[src/rtl/latch_strobe_pkg.sv]
// Shared types and constants for the latch strobe transmitter:
// FSM state encoding, parameter defaults and phase counter width.
package latch_strobe_pkg;

   localparam int DATA_W_DEF    = 8;
   localparam int SETUP_CYC_DEF = 1;
   localparam int PULSE_CYC_DEF = 2;
   localparam int HOLD_CYC_DEF  = 1;
   localparam int CNT_W         = 4;

   typedef enum logic [1:0] {
      IDLE   = 2'd0,
      SETUP  = 2'd1,
      STROBE = 2'd2,
      HOLD   = 2'd3
   } state_t;

endpackage

[src/rtl/lst_phase_counter.sv]
// Loadable phase down-counter; saturates at zero and flags it so the
// FSM can advance without the count ever wrapping.
module lst_phase_counter
   import latch_strobe_pkg::*;
(
   input  logic             clk,
   input  logic             rstn,
   input  logic             load,
   input  logic [CNT_W-1:0] load_val,
   output logic             zero
);

   logic [CNT_W-1:0] count;

   always_ff @(posedge clk or negedge rstn) begin
      if (!rstn) begin
         count <= '0;
      end else if (load) begin
         count <= load_val;
      end else if (count != '0) begin
         count <= count - 1'b1;
      end
   end

   assign zero = (count == '0);

endmodule

[src/rtl/latch_strobe_tx.sv]
// Drives a word and a flop-generated enable strobe into a downstream
// transparent latch with programmable setup/pulse/hold. Optional lat_par
// output is enabled by defining LATCH_STROBE_PARITY_EN.
module latch_strobe_tx
   import latch_strobe_pkg::*;
#(
   parameter int DATA_W    = DATA_W_DEF,
   parameter int SETUP_CYC = SETUP_CYC_DEF,
   parameter int PULSE_CYC = PULSE_CYC_DEF,
   parameter int HOLD_CYC  = HOLD_CYC_DEF
)(
   input  logic              clk,
   input  logic              rstn,
   input  logic              in_valid,
   output logic              in_ready,
   input  logic [DATA_W-1:0] in_data,
   output logic [DATA_W-1:0] lat_d,
   output logic              lat_en,
`ifdef LATCH_STROBE_PARITY_EN
   output logic              lat_par,
`endif
   output logic              busy,
   output logic              done
);

   // Each phase lasts N cycles, so the counter is loaded with N-1 on entry.
   localparam logic [CNT_W-1:0] SETUP_LD = CNT_W'(SETUP_CYC - 1);
   localparam logic [CNT_W-1:0] PULSE_LD = CNT_W'(PULSE_CYC - 1);
   localparam logic [CNT_W-1:0] HOLD_LD  = CNT_W'((HOLD_CYC == 0) ? 0 : HOLD_CYC - 1);
   localparam bit               HAS_HOLD = (HOLD_CYC != 0);

   state_t           state;
   state_t           state_next;
   logic             cnt_load;
   logic [CNT_W-1:0] cnt_load_val;
   logic             cnt_zero;
   logic             accept;

   assign in_ready = (state == IDLE);
   assign busy     = (state != IDLE);
   assign accept   = in_valid && in_ready;

   lst_phase_counter u_phase_counter (
      .clk      (clk),
      .rstn     (rstn),
      .load     (cnt_load),
      .load_val (cnt_load_val),
      .zero     (cnt_zero)
   );

   always_ff @(posedge clk or negedge rstn) begin
      if (!rstn) begin
         state <= IDLE;
      end else begin
         state <= state_next;
      end
   end

   always_comb begin
      state_next   = state;
      cnt_load     = 1'b0;
      cnt_load_val = '0;
      case (state)
         IDLE: begin
            if (in_valid) begin
               state_next   = SETUP;
               cnt_load     = 1'b1;
               cnt_load_val = SETUP_LD;
            end
         end
         SETUP: begin
            if (cnt_zero) begin
               state_next   = STROBE;
               cnt_load     = 1'b1;
               cnt_load_val = PULSE_LD;
            end
         end
         STROBE: begin
            if (cnt_zero) begin
               if (HAS_HOLD) begin
                  state_next   = HOLD;
                  cnt_load     = 1'b1;
                  cnt_load_val = HOLD_LD;
               end else begin
                  state_next = IDLE;
               end
            end
         end
         HOLD: begin
            if (cnt_zero) begin
               state_next = IDLE;
            end
         end
         default: state_next = IDLE;
      endcase
   end

   // lat_en and done come from flops fed by the next state, keeping the strobe glitch-free.
   always_ff @(posedge clk or negedge rstn) begin
      if (!rstn) begin
         lat_d  <= '0;
         lat_en <= 1'b0;
         done   <= 1'b0;
      end else begin
         if (accept) begin
            lat_d <= in_data;
         end
         lat_en <= (state_next == STROBE);
         done   <= (state != IDLE) && (state_next == IDLE);
      end
   end

`ifdef LATCH_STROBE_PARITY_EN
   always_ff @(posedge clk or negedge rstn) begin
      if (!rstn) begin
         lat_par <= 1'b0;
      end else if (accept) begin
         lat_par <= ^in_data;
      end
   end
`endif

endmodule

[config.mk]
export PLATFORM = sky130hd
export DESIGN_NAME = latch_strobe_tx
export DESIGN_NICKNAME = d
export VERILOG_FILES = /design/src/rtl/latch_strobe_pkg.sv /design/src/rtl/lst_phase_counter.sv /design/src/rtl/latch_strobe_tx.sv
export SDC_FILE = /design/constraint.sdc
export NUM_CORES = 1
export LEC_CHECK = 0
export CELL_PAD_IN_SITES_DETAIL_PLACEMENT = 0
export CELL_PAD_IN_SITES_GLOBAL_PLACEMENT = 1
export CORE_ASPECT_RATIO = 0.9
export CORE_UTILIZATION = 32
export CTS_CLUSTER_SIZE = 12
export DETAILED_ROUTE_END_ITERATION = 10
export PLACE_DENSITY = 0.82
export SYNTH_ARGS = -nofsm -noshare
export SYNTH_HDL_FRONTEND = slang
export SYNTH_SLANG_ARGS = --single-unit
[constraint.sdc]
create_clock -name clk -period 1.7 [get_ports clk]
set_clock_uncertainty 0.2 [all_clocks]
set_input_delay 0.34 -clock clk [delete_from_list [all_inputs] [get_ports clk]]
set_output_delay 0.34 -clock clk [all_outputs]
set_load 0.1 [all_outputs]
======== After elaboration in Yosys (flattened, before gate mapping) ========
Cells that the tools add are included.
cells by class
  add/sub/neg operators ................... 1
  equality and inequality tests ........... 4
  muxes and demuxes ....................... 12
  reductions and logical operators ........ 9
operators by type and width
  cell                                                                 number
  2-bit two-way mux                                                    4
  4-bit two-way mux                                                    2
  2-bit case mux with 4 select lines                                   1
  2-bit == test (second input constant)                                3
  2-bit logical NOT                                                    2
  4-bit logical NOT                                                    1
  1-bit two-way mux                                                    4
  2-bit nonzero test                                                   2
  4-bit nonzero test                                                   1
  4-bit by 1-bit subtractor with 4-bit output (second input constant)  1
  2-bit by 1-bit == test with 1-bit output (second input constant)     1
  1-bit logical AND                                                    2
  1-bit case mux with 2 select lines                                   1
  2-bit OR reduction                                                   1
storage, ports and cells
  flip-flop bits (word level) ............. 16
  bits of input ports ..................... 11
  output and inout port bits .............. 12
  word-level logic and storage cells ...... 31

======== Longest topological paths before layout ========
Gate-level depths: netlist (run 1).
  depth in word-level cells ............... 5
  mapped depth ............................ 7
  mapped depth without buffers ............ 6

======== Cells and area by module ========
From an unflattened synthesis (run 1), not the netlist that was laid out.
second synthesis, totals
  cell total of the unflattened synthesis .. 67
  area total of the unflattened synthesis .. 809.5 µm²
by module, submodules not included
  module             times used  cells each  area each (µm²)  seq. area each (µm²)
  latch_strobe_tx    1           45          575.6            300.3
  lst_phase_counter  1           22          234.0            100.1

======== Least setup slack after synthesis (run 1) ========
No wires, ideal clock.
  path kind ............................... reg2out
  start point ............................. register state[1]
  end point ............................... output port busy
  arrival ................................. 2.077 ns
  required time ........................... 1.160 ns
  slack ................................... -0.917 ns
  stages on the path, launching flop included .. 4
  buffers on the path ..................... 0
  cells stage by stage .................... dfrtp_1 -> inv_1 -> ha_1 -> inv_1
between the ends
  cells in the longest elaborated chain, start to end .. 1
RTL lines
  what                    line                   text
  from (decl)             latch_strobe_tx.sv:32  state_t state;
  from (signal assigned)  latch_strobe_tx.sv:55  state <= state_next;
  2-bit nonzero test      latch_strobe_tx.sv:40  assign busy = (state != IDLE);
  to (decl)               latch_strobe_tx.sv:22  output logic busy,
No other way between the ends.

======== Final worst setup path (run 1) ========
  start point ............................. register u_phase_counter.count[1]
  end point ............................... register done
between the ends
  cells in the longest elaborated chain, start to end .. 5
  elaborated cells on any way between the ends .. 7
  classes of those cells .................. 4 x mux; 3 x reduce/logical
RTL lines
  what                                    line                                                                 text
  from (decl)                             lst_phase_counter.sv:13                                              logic [CNT_W-1:0] count;
  from (signal assigned)                  lst_phase_counter.sv:19                                              count <= load_val;
  from (signal assigned)                  lst_phase_counter.sv:21                                              count <= count - 1'b1;
  4-bit logical NOT (*)                   lst_phase_counter.sv:25                                              assign zero = (count == '0);
  2-bit two-way mux (on tied branches)    latch_strobe_tx.sv:90, latch_strobe_tx.sv:72, latch_strobe_tx.sv:79
  2-bit case mux with 4 select lines (*)  latch_strobe_tx.sv:63                                                case (state)
  via state_next[0]                       latch_strobe_tx.sv:33                                                state_t state_next;
  2-bit logical NOT (*)                   latch_strobe_tx.sv:109                                               done <= (state != IDLE) && (state_next == IDLE);
  1-bit logical AND (*)                   latch_strobe_tx.sv:109
  to (signal assigned)                    latch_strobe_tx.sv:109
  to (decl)                               latch_strobe_tx.sv:23                                                output logic done
Mark *: on every way through the listed nets, which the timed path passes. The rest lies on a longest branch.
A chain may end at the register's enable or synchronous reset.

==> flow_summary.toml, run 1 <==
[status]
status = "finished with violations"
failed_checks = "setup timing"

[timing]
period_needed_ns = 1.770
tightest_slew_ns = 0.3053
slew_headroom = 0.7964
finalSetupTns_ns = -0.1876
fmax_ghz = 0.5651
rsz0062_at_grt = "yes"
finalCritPeriodShare = 1.041
finalSetupViolCount = 4
hold_viol = 0
slew_viol_final = 0
setup_ws_ns = -0.06972

[global_routing]
grt_max_degree = 17
antenna_found_initial = 0
grt_overflow = 0
track_usage = 0.1606
grt_pass1_vias = 777
grt_pass1_wl_um = 3256

[clock_network]
cts_buffers = 3
clk_path_buf_depth = 2
root_buffer = "clkbuf_4"
numClockSinks = 16
cts_tree = "done"
insertion_delay_ns = 0.27
cts_max_level = 1
cts.clk_slew.worst_paths_ns = 0.09

[placed_design]
place.gp.congestion = 0.7422
dpl_worst_slack_ns = -0.1261
dpl.hpwl_um = 1451
placed_area_um2 = 1279
portBuffers = 22

[setup_path]
crit_required_ns = 1.66
cp_data_arrival_time_ns = 1.73
path_class = "reg -> reg"
start_kind = "register"
slowest_stage = "or3b_4"
path_cells = "inv_2 > ha_4 > or3b_4 > o21a_1 > a21oi_4 > nor3_2"
path_max_fanout = 4
worst_setup_path_end_kind = "register"
max_stage_delay_ns = 0.41

[synthesis]
netlist_area_um2 = 809.5
synth_warnings = 0
syn_avg_cell_area_um2 = 11.90
synth-seq-cells = 16
ys_types = 23
syn-num-nets = 85
synth_cells = 68
ys_seq_area_frac = 0.4946

[flow_run]
drv_cap = 0

[hold_path]
hp-class = "in -> async"

[drt]
first_iter_violations = 2
routed_wl_um = 1823
first_pass_iters = 3
antenna_left = 0
via_count = 631
wl_per_cell_um = 13.60
vias_per_cell = 4.709
drc = 0

[finish]
fin_nets = 125
synthToLayoutAreaGrowth_pct = 71.25
drive_gt1_frac = 0.5140
final_area_um2 = 1386
fill_cells = 186
num_antenna_cells = 0

[die]
die_h_um = 49.72
fp.dieW_um = 55.02
die-area_um2 = 2735
start_util = 0.3547
coreArea_um2 = 2282
placementRows = 16
pin_count = 23
-- cells in the final DEF, fill, tap and decap left out, drive strengths merged --
cell	netlist	layout
nand2	2	2
o22ai	1	1
ha	6	6
o21a	1	1
mux2	8	8
nand2b	2	2
a211oi	1	1
dfrtp	16	16
clkdlybuf4s50	0	10
clkbuf	0	4
nand3b	1	1
buf	1	26
a21oi	8	8
nor3b	1	1
a21o	1	1
nor2	5	5
inv	5	4
o21ai	2	2
mux2i	1	1
o31ai	1	1
nor3	2	2
or3	2	2
or3b	1	1
clkinvlp	0	1
-- synthesized netlist by cell type --
cell type	number	area [µm²]
a211oi_1	1	7.510
a21o_1	1	7.510
nor2_1	5	18.77
buf_6	1	11.26
nor3_1	1	5.000
mux2i_1	1	10.01
nand2_1	2	7.510
or3_1	2	12.51
inv_1	5	18.77
nor3_2	1	10.01
nand3b_1	1	7.510
or3b_1	1	8.760
dfrtp_1	16	400.4
nor3b_1	1	7.510
ha_1	6	75.07
o21a_1	1	7.510
a21oi_1	6	30.03
o31ai_2	1	12.51
mux2_2	8	90.09
a21oi_4	2	32.53
o21ai_0	2	10.01
o22ai_1	1	6.260
nand2b_1	2	12.51
-- worst max-delay path, delay by kind of cell (launching register included) --
| kind | cells | cell delay (ns) |
|---|---|---|
| buf+inv | 1 | 0.09 |
| fa+ha+maj | 1 | 0.14 |
| flops | 1 | 0.40 |
| simple gates | 2 | 0.46 |
| compound gates | 2 | 0.36 |
-- per-layer routing --
layer,GRT usage,part of all wire,vias up
li1,-,-,314
met1,0.1786,0.39,301
met2,0.3012,0.56,16
met3,0.03086,0.049,0
met4,0.03333,0,0
met5,0,0,-
-- worst paths after layout --
path	start	endpoint	slack, ns	cells after the start
setup / recovery	u_phase_counter.count[1]	done	-0.07	6
hold / removal	rstn	lat_d[5]	0.18	2
setup reg to reg	u_phase_counter.count[1]	done	-0.07	6
hold reg to reg	lat_d[4]	lat_d[4]	0.38	1
max in group asynchronous	rstn	lat_en	0.95	2
min in group clk	lat_d[4]	lat_d[4]	0.38	1
-- repair_timing --
item	4_1_cts	5_1_grt
setup buffers	4	0
pin swaps	2	4
resized for setup	4	8
setup endpoints to repair	7	10
hold buffers	0	0
-- metrics by stage --
| stage | hold slack (ns) | std cells | util |
|---|---|---|---|
| floorplan | -0.1556 | 68 | - |
| global placement | 0.3487 | 126 | 0.5603 |
| detailed placement | 0.3598 | 126 | 0.5603 |
| CTS | 0.1756 | 134 | 0.5965 |
| global route | 0.1924 | 134 | 0.6075 |
| finish | 0.1751 | 134 | 0.6075 |
-- cell type report --
type / count / area, µm² / share of cell area
Timing Repair Buffer: 36 / 461.7 / 0.3330
Multi-Input combinational cell: 46 / 431.7 / 0.3114
Sequential cell: 16 / 400.4 / 0.2888
Clock buffer: 4 / 36.28 / 0.02617
Tap cell: 27 / 33.78 / 0.02437
Inverter: 5 / 22.52 / 0.01625
-- state kept, by name (all words and copies together) (netlist names) --
register	count
u_phase_counter.count	4
done	1
lat_d	8
state	2
lat_en	1
-- cells by family (layout without fill, tap and decap cells) --
kind of cell	after synthesis	in the layout	synth area share
multiplexers	9	9	0.1237
buffers and inverters	6	45	0.03710
adder cells (fa/ha/maj)	6	6	0.09273
flip-flops	16	16	0.4946
AO/OA/AOI/OAI	15	15	0.1407
AND/OR/NAND/NOR	16	16	0.1113
Power of run 1 is not shown: default switching activity piles up to over one toggle a cycle in this logic, so the estimate is an artifact.
==> run 2, diff against run 1 <==
--- a/config.mk
+++ b/config.mk
@@ -8,10 +8,11 @@
 export CELL_PAD_IN_SITES_DETAIL_PLACEMENT = 0
 export CELL_PAD_IN_SITES_GLOBAL_PLACEMENT = 1
 export CORE_ASPECT_RATIO = 0.9
-export CORE_UTILIZATION = 32
+export CORE_UTILIZATION = 41
 export CTS_CLUSTER_SIZE = 12
 export DETAILED_ROUTE_END_ITERATION = 10
-export PLACE_DENSITY = 0.82
+export DONT_BUFFER_PORTS = 1
+export PLACE_DENSITY = 0.79
 export SYNTH_ARGS = -nofsm -noshare
 export SYNTH_HDL_FRONTEND = slang
 export SYNTH_SLANG_ARGS = --single-unit
==> run 2 against run 1 <==
  * Global-route usage increased by 0.68 points
  * Cell count fell by 6.0%
  * Worst setup slack improved by 0.036 ns
  * Hold slack lost 0.16 ns
  * Via count shrank 0.63%
  * The run still ends with setup timing left
  * Non-clock buffer count shrank 5
  * Die area fell by 21%
  * Routed wire length shrank 13%
==> flow_summary.toml, run 2 (same netlist as run 1, synthesis figures left out) <==
[setup_path]
crit_required_ns = 1.67
worst_setup_path_end_kind = "register"
path_max_fanout = 4
start_kind = "register"
cp_data_arrival_time_ns = 1.71
r2r_cells = 6
rr_endpoint = "lat_en"
regToRegStartpoint = "u_phase_counter.count[1]"
r2r_slack_ns = -0.03
path_class = "reg -> reg"

[finish]
num_antenna_cells = 0
reg_top3 = "lat_d (8), u_phase_counter.count (4), state (2)"
largest_register = "lat_d"
drive_gt1_frac = 0.4902
mostFrequentLayoutCells = "buf_4 (21), dfrtp_1 (16), mux2_2 (8), dlygate4sd3_1 (7)"
synthToLayoutAreaGrowth_pct = 45.90
final_common_cell = "buf_4"
largest_register_ffs = 8
fin_nets = 120
fill_cells = 149
multi_input_area_um2 = 412.9
ff_latch_area_um2 = 400.4
fin_cells = 126

[die]
die-area_um2 = 2157
placementRows = 14
pin_count = 23
die_h_um = 44.16
fp.dieW_um = 48.84
start_util = 0.4576
coreArea_um2 = 1769

[timing]
finalCritPeriodShare = 1.020
fin_hold_ws_ns = 0.01429
tightest_slew_ns = 0.6995
rsz0062_at_grt = "yes"
slew_viol_final = 0
fmax_ghz = 0.5768
hold_viol = 0
period_needed_ns = 1.734
finalSetupViolCount = 3
slew_headroom = 0.5321
setup_ws_ns = -0.03381

[status]
failed_checks = "setup timing"
status = "finished with violations"

[flow_run]
drv_cap = 0

[drt]
first_iter_violations = 9
via_count = 627
routed_wl_um = 1591
vias_per_cell = 4.976
drc = 0
first_pass_iters = 4
antenna_left = 0
wl_per_cell_um = 12.63

[clock_network]
cts.clk_slew.worst_paths_ns = 0.09
cts_buffers = 3
clk_path_buf_depth = 2
cts_max_level = 1
cts_tree = "done"
insertion_delay_ns = 0.28
numClockSinks = 16
root_buffer = "clkbuf_4"

[global_routing]
track_usage = 0.1674
grt_pass1_vias = 633
grt_max_degree = 17
grt_overflow = 0
antenna_found_initial = 0
grt_pass1_wl_um = 2594

[placed_design]
place.gp.congestion = 0.8701
dpl.hpwl_um = 1128
portBuffers = 0
dp_cells = 109

[hold_path]
min_from = "in_data[5]"
min_to = "lat_d[5]"
hold_depth = 1
hp-class = "in -> reg"
==> run 2: per-layer routing <==
metal | routed length [µm] | up-vias | GRT usage
met1 | 659 | 302 | 0.1729
met4 | 10 | 0 | 0.08824
li1 | - | 306 | -
met3 | 58 | 2 | 0.03436
met2 | 862 | 17 | 0.3250
met5 | 0 | - | 0
==> run 2: per-stage QoR <==
stage	TNS (ns)	util	instance area, µm²	setup slack (ns)
after detailed placement	-0.2208	0.5693	1007	-0.07735
after floorplan	-1.425	-	828.3	-0.2248
final	-0.09358	0.6676	1181	-0.03381
after global routing	-0.3937	0.6676	1181	-0.09387
after global placement	-0.07958	0.5693	1007	-0.03774
after CTS	-0.1244	0.6641	1175	-0.05125
==> run 2: area by class of cell <==
| cell class | instances | area share |
|---|---|---|
| clock buffer | 4 | 0.03072 |
| multi-input combinational | 46 | 0.3496 |
| timing repair buffer | 31 | 0.2362 |
| sequential | 16 | 0.3390 |
| tap | 24 | 0.02542 |
| inverter | 5 | 0.01907 |
==> run 2: what timing repair did <==
item,in CTS,in global routing
resized for setup,4,2
pin swaps,2,0
hold endpoints to repair,22,0
setup endpoints to repair,7,17
setup buffers,6,0
hold buffers,7,0
==> run 2: worst max-delay path by stage <==
stage,from,end,slack (ns)
CTS,u_phase_counter.count[1],lat_en,-0.05
global route,state[1],busy,-0.09
detailed placement,u_phase_counter.count[0],lat_en,-0.08
finish,u_phase_counter.count[1],lat_en,-0.03
global placement,u_phase_counter.count[1],lat_en,-0.04
floorplan,state[1],busy,-0.22
==> run 2: critical path, cell delays in order (launching register included) <==
cell	delay, ns
dfrtp_1	0.39
inv_1	0.06
ha_2	0.17
or3b_4	0.41
o21a_1	0.21
a21oi_4	0.14
a21oi_1	0.05
Power of run 2 is left out for the same reason.
==> run 3, diff against run 2 <==
--- a/config.mk
+++ b/config.mk
@@ -8,11 +8,11 @@
 export CELL_PAD_IN_SITES_DETAIL_PLACEMENT = 0
 export CELL_PAD_IN_SITES_GLOBAL_PLACEMENT = 1
 export CORE_ASPECT_RATIO = 0.9
-export CORE_UTILIZATION = 41
+export CORE_UTILIZATION = 49
 export CTS_CLUSTER_SIZE = 12
 export DETAILED_ROUTE_END_ITERATION = 10
 export DONT_BUFFER_PORTS = 1
-export PLACE_DENSITY = 0.79
+export PLACE_DENSITY = 0.88
 export SYNTH_ARGS = -nofsm -noshare
 export SYNTH_HDL_FRONTEND = slang
 export SYNTH_SLANG_ARGS = --single-unit
==> constraint.sdc (replaced) <==
create_clock -name clk -period 2 [get_ports clk]
set_clock_uncertainty 0.2 [all_clocks]
set_input_delay 0.4 -clock clk [delete_from_list [all_inputs] [get_ports clk]]
set_output_delay 0.4 -clock clk [all_outputs]
set_load 0.1 [all_outputs]
==> run 3 against run 2 <==
  * The run now ends clean
  * Design area down 22%
  * Die area down 16%
  * Worst setup slack better by 0.14 ns
  * Non-clock buffer count down 26
  * Routed wire length down 14%
  * Flip-flop and latch count unchanged
  * Sequential share of layout area up 9.4 points
  * Register-to-register slack better by 0.15 ns
  * Clock-buffer cell count down 1
  * Via count down 18%
  * Global-route usage down 0.37 points
  * Critical path type is now reg -> out
  * Highest routed layer unchanged
==> flow_summary.toml, run 3 (same netlist as run 1, synthesis figures left out) <==
[hold_path]
hp-class = "in -> reg"

[timing]
finalSetupTns_ns = 0
period_needed_ns = 1.895
tightest_slew_ns = 0.8983
rsz0062_at_grt = "no"
fmax_ghz = 0.5277
finalCritPeriodShare = 0.9476
finalSetupViolCount = 0
hold_viol = 0
slew_viol_final = 0
slew_headroom = 0.4012

[drt]
first_pass_iters = 3
highest_layer = "met4"
wl_met1_um = 635
first_iter_violations = 4
antenna_left = 0
wl_per_cell_um = 14.03
met3WireLength_um = 54
vias_per_cell = 5.289
drc = 0
routed_wl_um = 1361
via_count = 513
wl_met2_um = 661

[global_routing]
antenna_found_initial = 0
grt_pass1_vias = 476
track_usage = 0.1637
grt_max_degree = 17
grt_pass1_wl_um = 2014
grt_overflow = 0

[setup_path]
slowest_stage = "dfrtp_1"
start_kind = "register"
cp_data_arrival_time_ns = 1.30
crit_required_ns = 1.40
path_class = "reg -> out"
crit_buf_inv = 2
path_max_fanout = 5
max_stage_delay_ns = 0.44
worst_setup_path_end_kind = "primary output"
cp_top_family = "flip-flops"
path_cells = "inv_2 > ha_4 > buf_4"

[die]
die_h_um = 40.56
start_util = 0.5410
coreArea_um2 = 1496
pin_count = 23
placementRows = 13
die-area_um2 = 1819
fp.dieW_um = 44.85

[clock_network]
numClockSinks = 16
cts_max_level = 1
insertion_delay_ns = 0.27
root_buffer = "clkbuf_4"
cts_tree = "done"
cts_buffers = 3
clk_path_buf_depth = 2
cts.clk_slew.worst_paths_ns = 0.08
post_cts_buffers = 0

[finish]
fin_nets = 94
mostFrequentLayoutCells = "dfrtp_1 (16), mux2_2 (8), a21oi_1 (6), nor2_1 (5), ha_1 (5)"
largest_register_ffs = 8
reg_top3 = "lat_d (8), u_phase_counter.count (4), state (2)"
final_area_um2 = 924.6
final_common_cell = "dfrtp_1"
synthToLayoutAreaGrowth_pct = 14.22
num_antenna_cells = 0
drive_gt1_frac = 0.3333
largest_register = "lat_d"
fill_cells = 127

[flow_run]
drv_cap = 0

[status]
status = "finished clean"

[placed_design]
placed_area_um2 = 884.6
place.gp.congestion = 0.7039
dpl.hpwl_um = 1079
portBuffers = 0
run 3: repair_timing:
| item | CTS | global route |
|---|---|---|
| setup endpoints to repair | 0 | 2 |
| gates resized for setup | 0 | 2 |
| hold buffers | 1 | 0 |
| endpoints found under the hold margin | 16 | 0 |
run 3: layout make-up:
class | count | area, µm² | share of cell area
inverter | 5 | 22.52 | 0.02436
sequential | 16 | 400.4 | 0.4330
timing repair buffer | 5 | 52.55 | 0.05683
clock buffer | 3 | 22.52 | 0.02436
multi-input combinational | 46 | 399.1 | 0.4317
tap | 22 | 27.53 | 0.02977
run 3: worst reg2reg max path: stages (launching register included):
cell,delay (ns)
dfrtp_1,0.42
inv_1,0.07
ha_1,0.21
or3b_4,0.45
o21a_1,0.22
a21oi_4,0.15
nor3_2,0.05
run 3: per-stage QoR:
step           std cells  setup slack [ns]  hold WS [ns]    util
3_5_place_dp          93           0.06774      -0.09538  0.5911
6_report              97            0.1049       0.06800  0.6179
2_1_floorplan         68           0.01522      -0.09559       -
4_1_cts               97           0.04981       0.06530  0.6129
3_3_place_gp          93            0.1165      -0.09533  0.5911
5_1_grt               97           0.01809       0.05221  0.6179
run 3: worst paths after layout:
| check | startpoint | end | depth (start not counted) | slack [ns] |
|---|---|---|---|---|
| max | state[1] | in_ready | 3 | 0.10 |
| min | in_data[4] | lat_d[4] | 1 | 0.07 |
| max reg2reg | u_phase_counter.count[0] | done | 6 | 0.12 |
| min reg2reg | u_phase_counter.count[0] | u_phase_counter.count[0] | 1 | 0.34 |
| max in group asynchronous | rstn | state[1] | 1 | 0.75 |
| min in group asynchronous | rstn | lat_d[4] | 1 | 0.40 |
run 3: per-layer routing:
layer | GRT usage | up-vias
met1 | 0.2263 | 249
li1 | - | 254
met4 | 0.04545 | 0
met5 | 0 | -
met3 | 0.06757 | 2
met2 | 0.2353 | 8
Power of run 3 is left out for the same reason.
